==> src/rtl/mul_share_scheduler.sv <==
// Shares one iterative shift-add multiplier between two execute lanes: round-robin
// grant, fixed WIDTH-cycle sequencing and a registered, tagged result.
module mul_share_scheduler #(
    parameter int WIDTH = 16,
    parameter int REG_W = 5,
    parameter int CNT_W = 4
) (
    input  logic             clk,
    input  logic             reset_n,
    input  logic             req0,
    input  logic [WIDTH-1:0] a0,
    input  logic [WIDTH-1:0] b0,
    input  logic [REG_W-1:0] rd0,
    input  logic             req1,
    input  logic [WIDTH-1:0] a1,
    input  logic [WIDTH-1:0] b1,
    input  logic [REG_W-1:0] rd1,
    input  logic             flush,
    output logic             gnt0,
    output logic             gnt1,
    output logic             stall0,
    output logic             stall1,
    output logic             busy,
    output logic             result_valid,
    output logic [WIDTH-1:0] result,
    output logic [REG_W-1:0] result_rd,
    output logic             result_lane
);

    typedef enum logic [1:0] {
        IDLE = 2'd0,
        RUN  = 2'd1,
        DONE = 2'd2
    } state_e;

    state_e           state_q;
    logic [CNT_W-1:0] cnt_q;
    logic [WIDTH-1:0] acc_q;
    logic [WIDTH-1:0] mcand_q;
    logic [WIDTH-1:0] mplier_q;
    logic [REG_W-1:0] rd_q;
    logic             lane_q;
    logic             prio_q;
    logic             result_valid_q;
    logic [WIDTH-1:0] result_q;
    logic [REG_W-1:0] result_rd_q;
    logic             result_lane_q;

    logic             grant_ok;
    logic             win1;
    logic [WIDTH-1:0] acc_d;
    logic             last_iter;

    // Grants are gated by reset_n so the pipeline sees no grant or stall while
    // the block is held in reset, even with requests pending.
    always_comb begin
        grant_ok  = reset_n && (state_q == IDLE) && !flush && (req0 || req1);
        win1      = req1 && (!req0 || prio_q);
        acc_d     = mplier_q[0] ? (acc_q + mcand_q) : acc_q;
        last_iter = (cnt_q == CNT_W'(WIDTH - 1));
    end

    assign gnt0         = grant_ok && !win1;
    assign gnt1         = grant_ok && win1;
    assign stall0       = reset_n && req0 && !gnt0;
    assign stall1       = reset_n && req1 && !gnt1;
    assign busy         = (state_q != IDLE);
    assign result_valid = result_valid_q;
    assign result       = result_q;
    assign result_rd    = result_rd_q;
    assign result_lane  = result_lane_q;

    always_ff @(posedge clk or negedge reset_n) begin
        if (!reset_n) begin
            state_q        <= IDLE;
            cnt_q          <= '0;
            acc_q          <= '0;
            mcand_q        <= '0;
            mplier_q       <= '0;
            rd_q           <= '0;
            lane_q         <= 1'b0;
            prio_q         <= 1'b0;
            result_valid_q <= 1'b0;
            result_q       <= '0;
            result_rd_q    <= '0;
            result_lane_q  <= 1'b0;
        end else begin
            result_valid_q <= 1'b0;
            case (state_q)
                IDLE: begin
                    if (grant_ok) begin
                        mcand_q  <= win1 ? a1 : a0;
                        mplier_q <= win1 ? b1 : b0;
                        rd_q     <= win1 ? rd1 : rd0;
                        lane_q   <= win1;
                        acc_q    <= '0;
                        cnt_q    <= '0;
                        prio_q   <= !win1;
                        state_q  <= RUN;
                    end
                end
                RUN: begin
                    if (flush) begin
                        state_q <= IDLE;
                    end else begin
                        acc_q    <= acc_d;
                        mcand_q  <= mcand_q << 1;
                        mplier_q <= mplier_q >> 1;
                        cnt_q    <= cnt_q + 1'b1;
                        // The final partial product is folded in on the way to DONE.
                        if (last_iter) begin
                            result_q       <= acc_d;
                            result_rd_q    <= rd_q;
                            result_lane_q  <= lane_q;
                            result_valid_q <= 1'b1;
                            state_q        <= DONE;
                        end
                    end
                end
                DONE: begin
                    state_q <= IDLE;
                end
                default: begin
                    state_q <= IDLE;
                end
            endcase
        end
    end

endmodule

==> config.mk <==
export PLATFORM = sky130hd
export DESIGN_NAME = mul_share_scheduler
export DESIGN_NICKNAME = d
export VERILOG_FILES = /design/src/rtl/mul_share_scheduler.sv
export SDC_FILE = /design/constraint.sdc
export NUM_CORES = 1
export LEC_CHECK = 0
export BUFFER_PORTS_ARGS = -buffer_cell sky130_fd_sc_hd__buf_2
export CELL_PAD_IN_SITES_DETAIL_PLACEMENT = 1
export CELL_PAD_IN_SITES_GLOBAL_PLACEMENT = 1
export CORE_MARGIN = 1.5
export CORE_UTILIZATION = 43
export CTS_BUF_LIST = sky130_fd_sc_hd__clkbuf_16
export DETAILED_ROUTE_END_ITERATION = 8
export PLACE_DENSITY_LB_ADDON = 0.05
export SYNTH_ARGS = -nofsm -noshare
export SYNTH_HDL_FRONTEND = slang
export SYNTH_SLANG_ARGS = --single-unit
==> constraint.sdc <==
create_clock -name clk -period 3.9 [get_ports clk]
set_input_delay 1.17 -clock clk [delete_from_list [all_inputs] [get_ports clk]]
set_output_delay 1.17 -clock clk [all_outputs]
set_load 0.01 [all_outputs]
==> results of run 1 <==
-- cell families after synthesis --
logic type / Yosys count / share of synthesized area
simple gates: 164 / 0.153
buf+inv: 31 / 0.0292
xor+xnor: 15 / 0.0298
compound gates: 131 / 0.187
flops: 84 / 0.476
fa+ha+maj: 17 / 0.0499
mux: 33 / 0.0748
-- cell usage after synthesis --
library cell  count  area [um2]
clkbuf_1         18        67.6
fa_1              1        20.0
nor2b_1           3        18.8
nor4b_1           1        8.76
a22o_1           11        96.3
a311o_1           1        10.0
a211oi_1          1        7.51
a21oi_1          13        65.1
nand3_1           4        20.0
and3_1            3        18.8
a221o_1           1        10.0
a22oi_1           6        45.0
a21o_1            8        60.1
o21a_1            1        7.51
a31o_1            1        8.76
nor3b_1           3        22.5
a222oi_1         13         130
a31oi_1           4        25.0
nor2_1           14        52.6
o21ai_0          25         125
dfrtp_1          84        2100
buf_2             4        20.0
xnor2_1           7        61.3
o21ai_1          44         220
buf_6             1        11.3
buf_1             2        7.51
or2_2             2        12.5
o21bai_1          1        7.51
and2_1            2        12.5
xor2_1            8        70.1
ha_1             16         200
nand4_1           2        12.5
mux2i_1          33         330
nand2b_1          3        18.8
inv_1             6        22.5
nand2_1         127         477
o31a_1            1        8.76
-- worst reg2reg max path, delay by kind of cell (launching register included) --
family	cells	cell delay [ps]
AO/OA/AOI/OAI	5	1210
adder cells (fa/ha/maj)	2	670
flip-flops	1	400
XOR/XNOR	1	160
multiplexers	1	150
-- worst paths after layout --
path,cells past startpoint,endpoint,from,slack (ps)
min in group asynchronous,2,cnt_q[3]$_DFFE_PN0P_,reset_n,880
min reg2reg,2,result_lane$_DFFE_PN0P_,lane_q$_DFFE_PN0P_,470
max in group asynchronous,3,result[1]$_DFFE_PN0P_,reset_n,1930
max,6,stall0,flush,500
max reg2reg,9,result[12]$_DFFE_PN0P_,acc_q[0]$_DFFE_PN0P_,1210
min,2,result_lane$_DFFE_PN0P_,lane_q$_DFFE_PN0P_,470
-- layer usage --
layer,vias up,global-route usage
met5,-,0
met4,0,0.0685
met3,16,0.0451
met2,88,0.407
met1,1969,0.308
li1,1899,-
-- sequential cells by signal, summed over array words and instances, names as in the netlist, 2 cells and up --
signal and flops:
acc_q 16, mcand_q 16, mplier_q 16, result 16, rd_q 5, result_rd 5
cnt_q 4, state_q 2
-- power groups by stage --
stage	Clock (W)	Sequential [W]	Combinational, W
2_1_floorplan	0	0.00113	0.000644
3_5_place_dp	0	0.00117	0.000864
6_report	0.000782	0.00116	0.000871
3_3_place_gp	0	0.00117	0.000822
5_1_grt	0.000835	0.00118	0.000984
4_1_cts	0.000795	0.00116	0.000877
-- final cells by class --
cell class	instances	area (um2)	area share
Clock inverter	7	43.8	0.00810
Timing Repair Buffer	121	646	0.119
Multi-Input combinational cell	360	2200	0.407
Clock buffer	9	225	0.0417
Sequential cell	84	2100	0.389
Inverter	6	22.5	0.00417
Tap cell	133	166	0.0308
-- metrics by stage --
step	utilization	std cells	power (W)	area (um2)	hold slack, ps
2_1_floorplan	-	475	0.00177	4410	439
3_3_place_gp	0.521	704	0.00199	5130	457
3_5_place_dp	0.521	704	0.00204	5130	461
4_1_cts	0.548	720	0.00283	5400	471
5_1_grt	0.548	720	0.00300	5400	485
6_report	0.548	720	0.00281	5400	468
==> impl_metrics.csv, run 1 <==
group,metric,value,unit
clock_tree,cts_buffers,9,
run,cap_viol_max_count,0,
finish,antenna_cells,0,
timing,post-route-period-util,0.871,
min_path,min-delay-path-class,"register to register",
timing,rsz0062_at_grt,"no",
setup_path,path_cells,"buf_2, nor4b_1, nor2b_1, and2_1, nor2_1, buf_2",
synth,synth_seq_area_share,0.476,
clock_tree,clk_pin_slew_worst_paths,60,ps
timing,finalSetupViolations,0,
finish,fillers,1188,
detailed_routing,met3_length,494,um
setup_path,cp-start-kind,"primary input",
global_route,antenna_found_initial,0,
global_route,grt_pass1_wl,20600,um
synth,postSynthCellCount,475,
floorplan,dieWidth,104,um
outcome,outcome,"finished clean",
global_route,track_usage,0.239,
pwr,seqPwrFrac,0.413,
synth,ys_warn_count,0,
floorplan,die-area,0.0109,mm2
timing,fin_ws,504,ps
synth,ys_types,37,
setup_path,cpPeakStageDelay,330,ps
clock_tree,htreeDepth,3,
pwr,clkPwrFrac,0.278,
setup_path,critical_path_class,"primary input to output pin",
pwr,switchingPower,0.000987,W
detailed_routing,met1_length,5470,um
timing,fin_setup_tns,0,ps
synth,synth_nets,571,
global_route,grt_max_degree,59,
clock_tree,post-cts-setup-buffer-count,0,
timing,timing_hold_violations_final,0,
detailed_routing,wl,12400,um
setup_path,cp.arrival,2230,ps
setup_path,cp_common_cell,"buf_2",
timing,maxSlewHeadroom,0.449,
setup_path,path_delay_family,"simple AND/OR/NAND/NOR gates",
detailed_routing,wl_per_cell,17.2,um
detailed_routing,via_count,3972,
pwr,leakage,2.90,nW
setup_path,cp_slowest_cell,"nor4b_1",
setup_path,required,2730,ps
floorplan,num_rows,36,
placed_design,io_buffers,106,
clock_tree,cts_sinks,84,
detailed_routing,top_layer,"met4",
detailed_routing,avgViaCountPerCell,5.52,
clock_tree,ctsHoldBuffers,0,
pwr,powerDensity,521,mW/mm2
global_route,grt_remaining_overflow,0,
floorplan,io_pins,107,
placed_design,gp_congestion,0.811,
clock_tree,cts.repair.resized,0,
detailed_routing,drt_first_pass_iters,8,
pwr,p_int,0.00183,W
floorplan,initial_core_util,0.447,
finish,layout-drive-gt1-share,0.237,
detailed_routing,drcViolationCount,0,
synth,syn_area,0.00441,mm2
setup_path,worst-path-max-fanout,4,
detailed_routing,dr_wl_met2,6210,um
clock_tree,cts_tree,"yes",
placed_design,place_ws,503,ps
global_route,grt_pass1_vias,4181,
setup_path,end_kind,"output pin",
floorplan,core,0.00986,mm2
timing,slew_violations,0,
placed_design,hpwlAfterDp,8730,um
clock_tree,clk_latency,340,ps
timing,fin_skew,5.07,ps
finish,final_cell_mix,"nand2_1 (127), buf_2 (105), dfrtp_1 (84)",
clock_tree,cts_root_buf,"clkbuf_16",
pwr,sw_frac_of_total,0.351,
finish,layout_commonest_cell,"nand2_1",
finish,final_nets,678,
synth,synth-seq-cells,84,
pwr,power_frac_comb,0.309,
synth,synth_area_per_cell,9.29,um2
timing,worstMarginPinSlew,823,ps
detailed_routing,antenna_left,0,
floorplan,dieHeight,104,um
clock_tree,clockBufferDepth,2,
timing,fmax,294,MHz
setup_path,worst-path-buf-inv,2,
timing,layout_min_cycle_time,3400,ps
pwr,ir_drop,192,uV
detailed_routing,drtIter0Drc,238,
finish,syn_to_final_growth,22.4,%
No activity file was read; power rests on OpenSTA's default activity.
==> run 2: changes to the inputs <==
==> constraint.sdc (replaced) <==
create_clock -name clk -period 3.9 [get_ports clk]
set_input_delay 1.17 -clock clk [delete_from_list [all_inputs] [get_ports clk]]
set_output_delay 1.17 -clock clk [all_outputs]
set_load 0.1 [all_outputs]
==> run 2 against run 1 <==
Effect of this change:
- sequential power barely moved
- die area did not move
- final cell count did not move
- total power rose by 5.7%
- register-to-register slack barely moved
- critical endpoint unchanged
- critical path depth did not move
- largest power group unchanged
- clock-buffer cell count did not move
- clock skew fell by 0.78 ps
- worst setup slack got worse by 280 ps
- wire length fell by 2.8%
- sequential share of layout area fell by 0.66 points
==> impl_metrics.csv, run 2 (synthesis results as in run 1) <==
group,metric,value,unit
outcome,outcome,"finished clean",
finish,fin_cells,720,
clock_tree,cts_sinks,84,
pwr,ir_drop,207,uV
global_route,antenna_found_initial,1,
timing,slew_violations,0,
pwr,p_total,0.00297,W
finish,syn_to_final_growth,24.5,%
setup_path,timing.reg2reg.setup_slack,1210,ps
detailed_routing,wl,12000,um
setup_path,cp_common_cell,"buf_2",
setup_path,cp.arrival,2510,ps
clock_tree,post-cts-setup-buffer-count,0,
pwr,seqPwrFrac,0.390,
detailed_routing,avgViaCountPerCell,5.42,
placed_design,hpwlAfterDp,8490,um
detailed_routing,met1_length,5320,um
timing,fin_ws,223,ps
clock_tree,clk_latency,340,ps
global_route,grt_pass1_vias,4195,
finish,final_nets,678,
detailed_routing,via_count,3902,
detailed_routing,dr_wl_met2,5890,um
setup_path,cpPeakStageDelay,330,ps
floorplan,initial_core_util,0.447,
setup_path,path_delay_family,"simple AND/OR/NAND/NOR gates",
timing,post-route-period-util,0.943,
timing,fmax,272,MHz
placed_design,gp_congestion,0.891,
detailed_routing,antenna_left,0,
timing,maxSlewHeadroom,0.285,
setup_path,worst-path-buf-inv,2,
finish,fillers,1163,
timing,layout_min_cycle_time,3680,ps
floorplan,io_pins,107,
setup_path,end_kind,"output pin",
pwr,p_int,0.00196,W
setup_path,cp-start-kind,"primary input",
floorplan,die-area,0.0109,mm2
clock_tree,cts_buffers,9,
pwr,power_frac_comb,0.303,
global_route,grt_remaining_overflow,0,
setup_path,path_cells,"buf_2, nor4b_1, nor2b_1, and2_1, nor2_4, buf_2",
timing,finalSetupViolations,0,
detailed_routing,wl_per_cell,16.7,um
placed_design,io_buffers,106,
setup_path,r2r-start,"acc_q[0]$_DFFE_PN0P_",
placed_design,place_inst,704,
finish,final_cell_mix,"nand2_1 (127), buf_2 (103), dfrtp_1 (84)",
pwr,switchingPower,0.00101,W
clock_tree,clk_pin_slew_worst_paths,60,ps
pwr,sw_frac_of_total,0.340,
detailed_routing,drt_first_pass_iters,4,
pwr,leakage,2.94,nW
finish,antenna_cells,0,
global_route,grt_pass1_wl,20600,um
detailed_routing,drcViolationCount,0,
setup_path,critical_path_class,"primary input to output pin",
finish,layout_commonest_cell,"nand2_1",
floorplan,core,0.00986,mm2
detailed_routing,top_layer,"met5",
setup_path,required,2730,ps
global_route,grt_max_degree,86,
pwr,powerDensity,541,mW/mm2
min_path,min-delay-path-class,"register to register",
timing,timing_hold_violations_final,0,
placed_design,place_ws,215,ps
floorplan,dieWidth,104,um
clock_tree,cts_root_buf,"clkbuf_16",
clock_tree,cts.repair.resized,0,
floorplan,dieHeight,104,um
timing,holdWs,477,ps
pwr,clkPwrFrac,0.308,
detailed_routing,met3_length,530,um
finish,layout-drive-gt1-share,0.242,
setup_path,worstSetupStartpoint,"flush",
clock_tree,clockBufferDepth,2,
clock_tree,htreeDepth,3,
clock_tree,cts_tree,"yes",
setup_path,worst-path-max-fanout,4,
detailed_routing,drtIter0Drc,168,
min_path,holdCritStartpoint,"result[1]$_DFFE_PN0P_",
global_route,track_usage,0.238,
timing,rsz0062_at_grt,"no",
floorplan,num_rows,36,
clock_tree,ctsHoldBuffers,0,
timing,fin_skew,4.29,ps
run,cap_viol_max_count,0,
timing,worstMarginPinSlew,1070,ps
setup_path,cp_slowest_cell,"and2_1",
## run 2: cell count changes in the layout (fill, tap and decap cells not counted), moves of 2 or more
cell,previous run,this run
buf_2,105,103
nor2_4,0,2
bufinv_16,0,2
buf_12,0,2
clkinvlp_4,3,0
nor2_1,14,11
## run 2: layer usage
metal | up-vias | track usage
li1 | 1890 | -
met1 | 1893 | 0.301
met2 | 95 | 0.402
met3 | 22 | 0.0388
met4 | 2 | 0.0982
met5 | - | 0
## run 2: power by group through the flow
stage                     clock network [W]  registers, W  logic [W]
final                              0.000915       0.00116   0.000900
after CTS                          0.000926       0.00116   0.000907
after global routing               0.000964       0.00118    0.00102
after floorplan                           0       0.00113   0.000669
after global placement                    0       0.00117   0.000850
after detailed placement                  0       0.00117   0.000887
## run 2: area by class of cell
class                   count  area (um2)  share of cell area
flip-flops and latches     84        2100               0.382
multi-input cells         360        2220               0.403
repair buffers            121         676               0.123
clock buffers               9         225              0.0410
inverters                   6        22.5             0.00410
well taps                 133         166              0.0303
clock inverters             7        90.1              0.0164
## run 2: final timing paths
kind | end | cells after the start
max | stall0 | 6
min | result[1]$_DFFE_PN0P_ | 2
max reg2reg | result[12]$_DFFE_PN0P_ | 9
min reg2reg | result[1]$_DFFE_PN0P_ | 2
max in group asynchronous | mcand_q[4]$_DFFE_PN0P_ | 2
min in group asynchronous | rd_q[0]$_DFFE_PN0P_ | 2
## run 2: worst reg2reg max path, cell delays in order, from the launching register on
cell	delay [ps]
dfrtp_1	390
ha_1	230
fa_1	410
a21o_1	210
a311o_1	400
a21o_1	200
a221o_1	320
xor2_1	170
mux2i_1	150
o21ai_1	70
## run 2: metrics by stage
stage | setup TNS [ps] | util | area [um2]
finish | 0 | 0.557 | 5500
global route | 0 | 0.557 | 5500
CTS | 0 | 0.557 | 5500
detailed placement | 0 | 0.525 | 5180
global placement | 0 | 0.525 | 5180
floorplan | -88.7 | - | 4430
==> run 3: changes to the inputs <==
--- a/config.mk
+++ b/config.mk
@@ -12,6 +12,8 @@
 export CORE_UTILIZATION = 43
 export CTS_BUF_LIST = sky130_fd_sc_hd__clkbuf_16
 export DETAILED_ROUTE_END_ITERATION = 8
+export GPL_TIMING_DRIVEN = 1
+export MAX_ROUTING_LAYER = met4
 export PLACE_DENSITY_LB_ADDON = 0.05
 export SYNTH_ARGS = -nofsm -noshare
 export SYNTH_HDL_FRONTEND = slang
==> run 3 against run 2 <==
Effect of this change:
- critical endpoint unchanged
- flip-flop and latch count stayed put
- core utilization hardly changed
- final cell count is 0.14% higher
==> impl_metrics.csv, run 3 (synthesis results as in run 1) <==
group,metric,value,unit
outcome,outcome,"finished clean",
detailed_routing,drt_first_pass_iters,5,
global_route,track_usage,0.244,
placed_design,place_inst,704,
clock_tree,ctsHoldBuffers,0,
min_path,min-delay-path-class,"register to register",
pwr,powerDensity,541,mW/mm2
global_route,antenna_found_initial,1,
floorplan,initial_core_util,0.447,
clock_tree,htreeDepth,3,
timing,fin_ws,159,ps
setup_path,cp_slowest_cell,"nor4b_1",
global_route,grt_max_degree,86,
finish,fin_cells,721,
timing,fin_setup_tns,0,ps
placed_design,placed_area,0.00518,mm2
timing,post-route-period-util,0.959,
setup_path,path_cells,"buf_2, nor4b_1, nor2b_1, and2_1, nor2_4, buf_2",
finish,layout-drive-gt1-share,0.242,
floorplan,core,0.00986,mm2
timing,timing_hold_violations_final,0,
timing,maxSlewHeadroom,0.288,
detailed_routing,drtIter0Drc,177,
global_route,grt_pass1_wl,20700,um
clock_tree,cts_tree,"yes",
pwr,p_total,0.00298,W
clock_tree,clk_latency,340,ps
timing,finalSetupViolations,0,
detailed_routing,drcViolationCount,0,
setup_path,critical_path_class,"primary input to output pin",
detailed_routing,via_count,3906,
clock_tree,cts.repair.resized,0,
clock_tree,post-cts-setup-buffer-count,0,
pwr,leakage,2.94,nW
floorplan,die-area,0.0109,mm2
global_route,grt_remaining_overflow,0,
detailed_routing,wl_per_cell,16.8,um
finish,syn_to_final_growth,24.6,%
detailed_routing,avgViaCountPerCell,5.42,
floorplan,dieWidth,104,um
timing,fin_skew,4.96,ps
timing,fmax,267,MHz
setup_path,cpPeakStageDelay,350,ps
floorplan,num_rows,36,
floorplan,dieHeight,104,um
clock_tree,cts_root_buf,"clkbuf_16",
clock_tree,cts_buffers,9,
finish,fin_area,0.00550,mm2
clock_tree,cts_sinks,84,
run,cap_viol_max_count,0,
placed_design,gp_congestion,0.906,
finish,fillers,1163,
setup_path,cp.arrival,2570,ps
finish,layout_commonest_cell,"nand2_1",
clock_tree,clockBufferDepth,2,
setup_path,required,2730,ps
placed_design,hpwlAfterDp,8490,um
detailed_routing,wl,12100,um
pwr,ir_drop,208,uV
timing,worstMarginPinSlew,1070,ps
floorplan,io_pins,107,
setup_path,cp_common_cell,"buf_2",
finish,final_cell_mix,"nand2_1 (127), buf_2 (103), dfrtp_1 (84)",
timing,slew_violations,0,
detailed_routing,antenna_left,0,
setup_path,cp-start-kind,"primary input",
placed_design,place_ws,215,ps
setup_path,end_kind,"output pin",
global_route,grt_pass1_vias,4195,
timing,layout_min_cycle_time,3740,ps
setup_path,worst-path-max-fanout,4,
placed_design,io_buffers,106,
clock_tree,clk_pin_slew_worst_paths,60,ps
finish,final_nets,678,
[run 3: cell count changes in the layout (fill, tap and decap cells not counted)]
cell and delta:
diode_2 +1
[run 3: metal layers]
metal	GRT usage	up-vias	wire, um
li1	-	1889	-
met3	0.0351	20	536
met1	0.302	1905	5310
met2	0.404	92	6020
met5	-	-	0
met4	0.0982	0	244
[run 3: cell type report]
| class | instances | area [um2] | share of cell area |
|---|---|---|---|
| Multi-Input combinational cell | 360 | 2220 | 0.403 |
| Sequential cell | 84 | 2100 | 0.382 |
| Timing Repair Buffer | 121 | 676 | 0.123 |
| Clock buffer | 9 | 225 | 0.0409 |
| Tap cell | 133 | 166 | 0.0303 |
| Clock inverter | 7 | 90.1 | 0.0164 |
| Inverter | 6 | 22.5 | 0.00409 |
| Antenna cell | 1 | 2.50 | 0.000455 |
[run 3: report_power, final]
group / total (W) / switching [W] / internal, W
logic: 0.000902 / 0.000527 / 0.000375
clock network: 0.000914 / 0.000355 / 0.000559
registers: 0.00116 / 0.000131 / 0.00103
[run 3: through the flow]
step | hold WS [ps] | utilization
floorplan | 439 | -
detailed placement | 467 | 0.525
global placement | 454 | 0.525
CTS | 481 | 0.557
finish | 477 | 0.558
global route | 500 | 0.558
[run 3: path summary, 6_finish.rpt]
path / startpoint / endpoint / slack, ps / cells after the start
max: flush / stall0 / 160 / 6
min: result[1]$_DFFE_PN0P_ / result[1]$_DFFE_PN0P_ / 480 / 2
max reg2reg: acc_q[0]$_DFFE_PN0P_ / result[12]$_DFFE_PN0P_ / 1210 / 9
min reg2reg: result[1]$_DFFE_PN0P_ / result[1]$_DFFE_PN0P_ / 480 / 2
max in group asynchronous: reset_n / acc_q[6]$_DFFE_PN0P_ / 2070 / 2
min in group asynchronous: reset_n / result_rd[2]$_DFFE_PN0P_ / 1140 / 2
[run 3: worst max-delay path, delay by kind of cell]
family / cells / cell delay (ps)
and+or+nand+nor: 4 / 980
buffers and inverters: 2 / 420
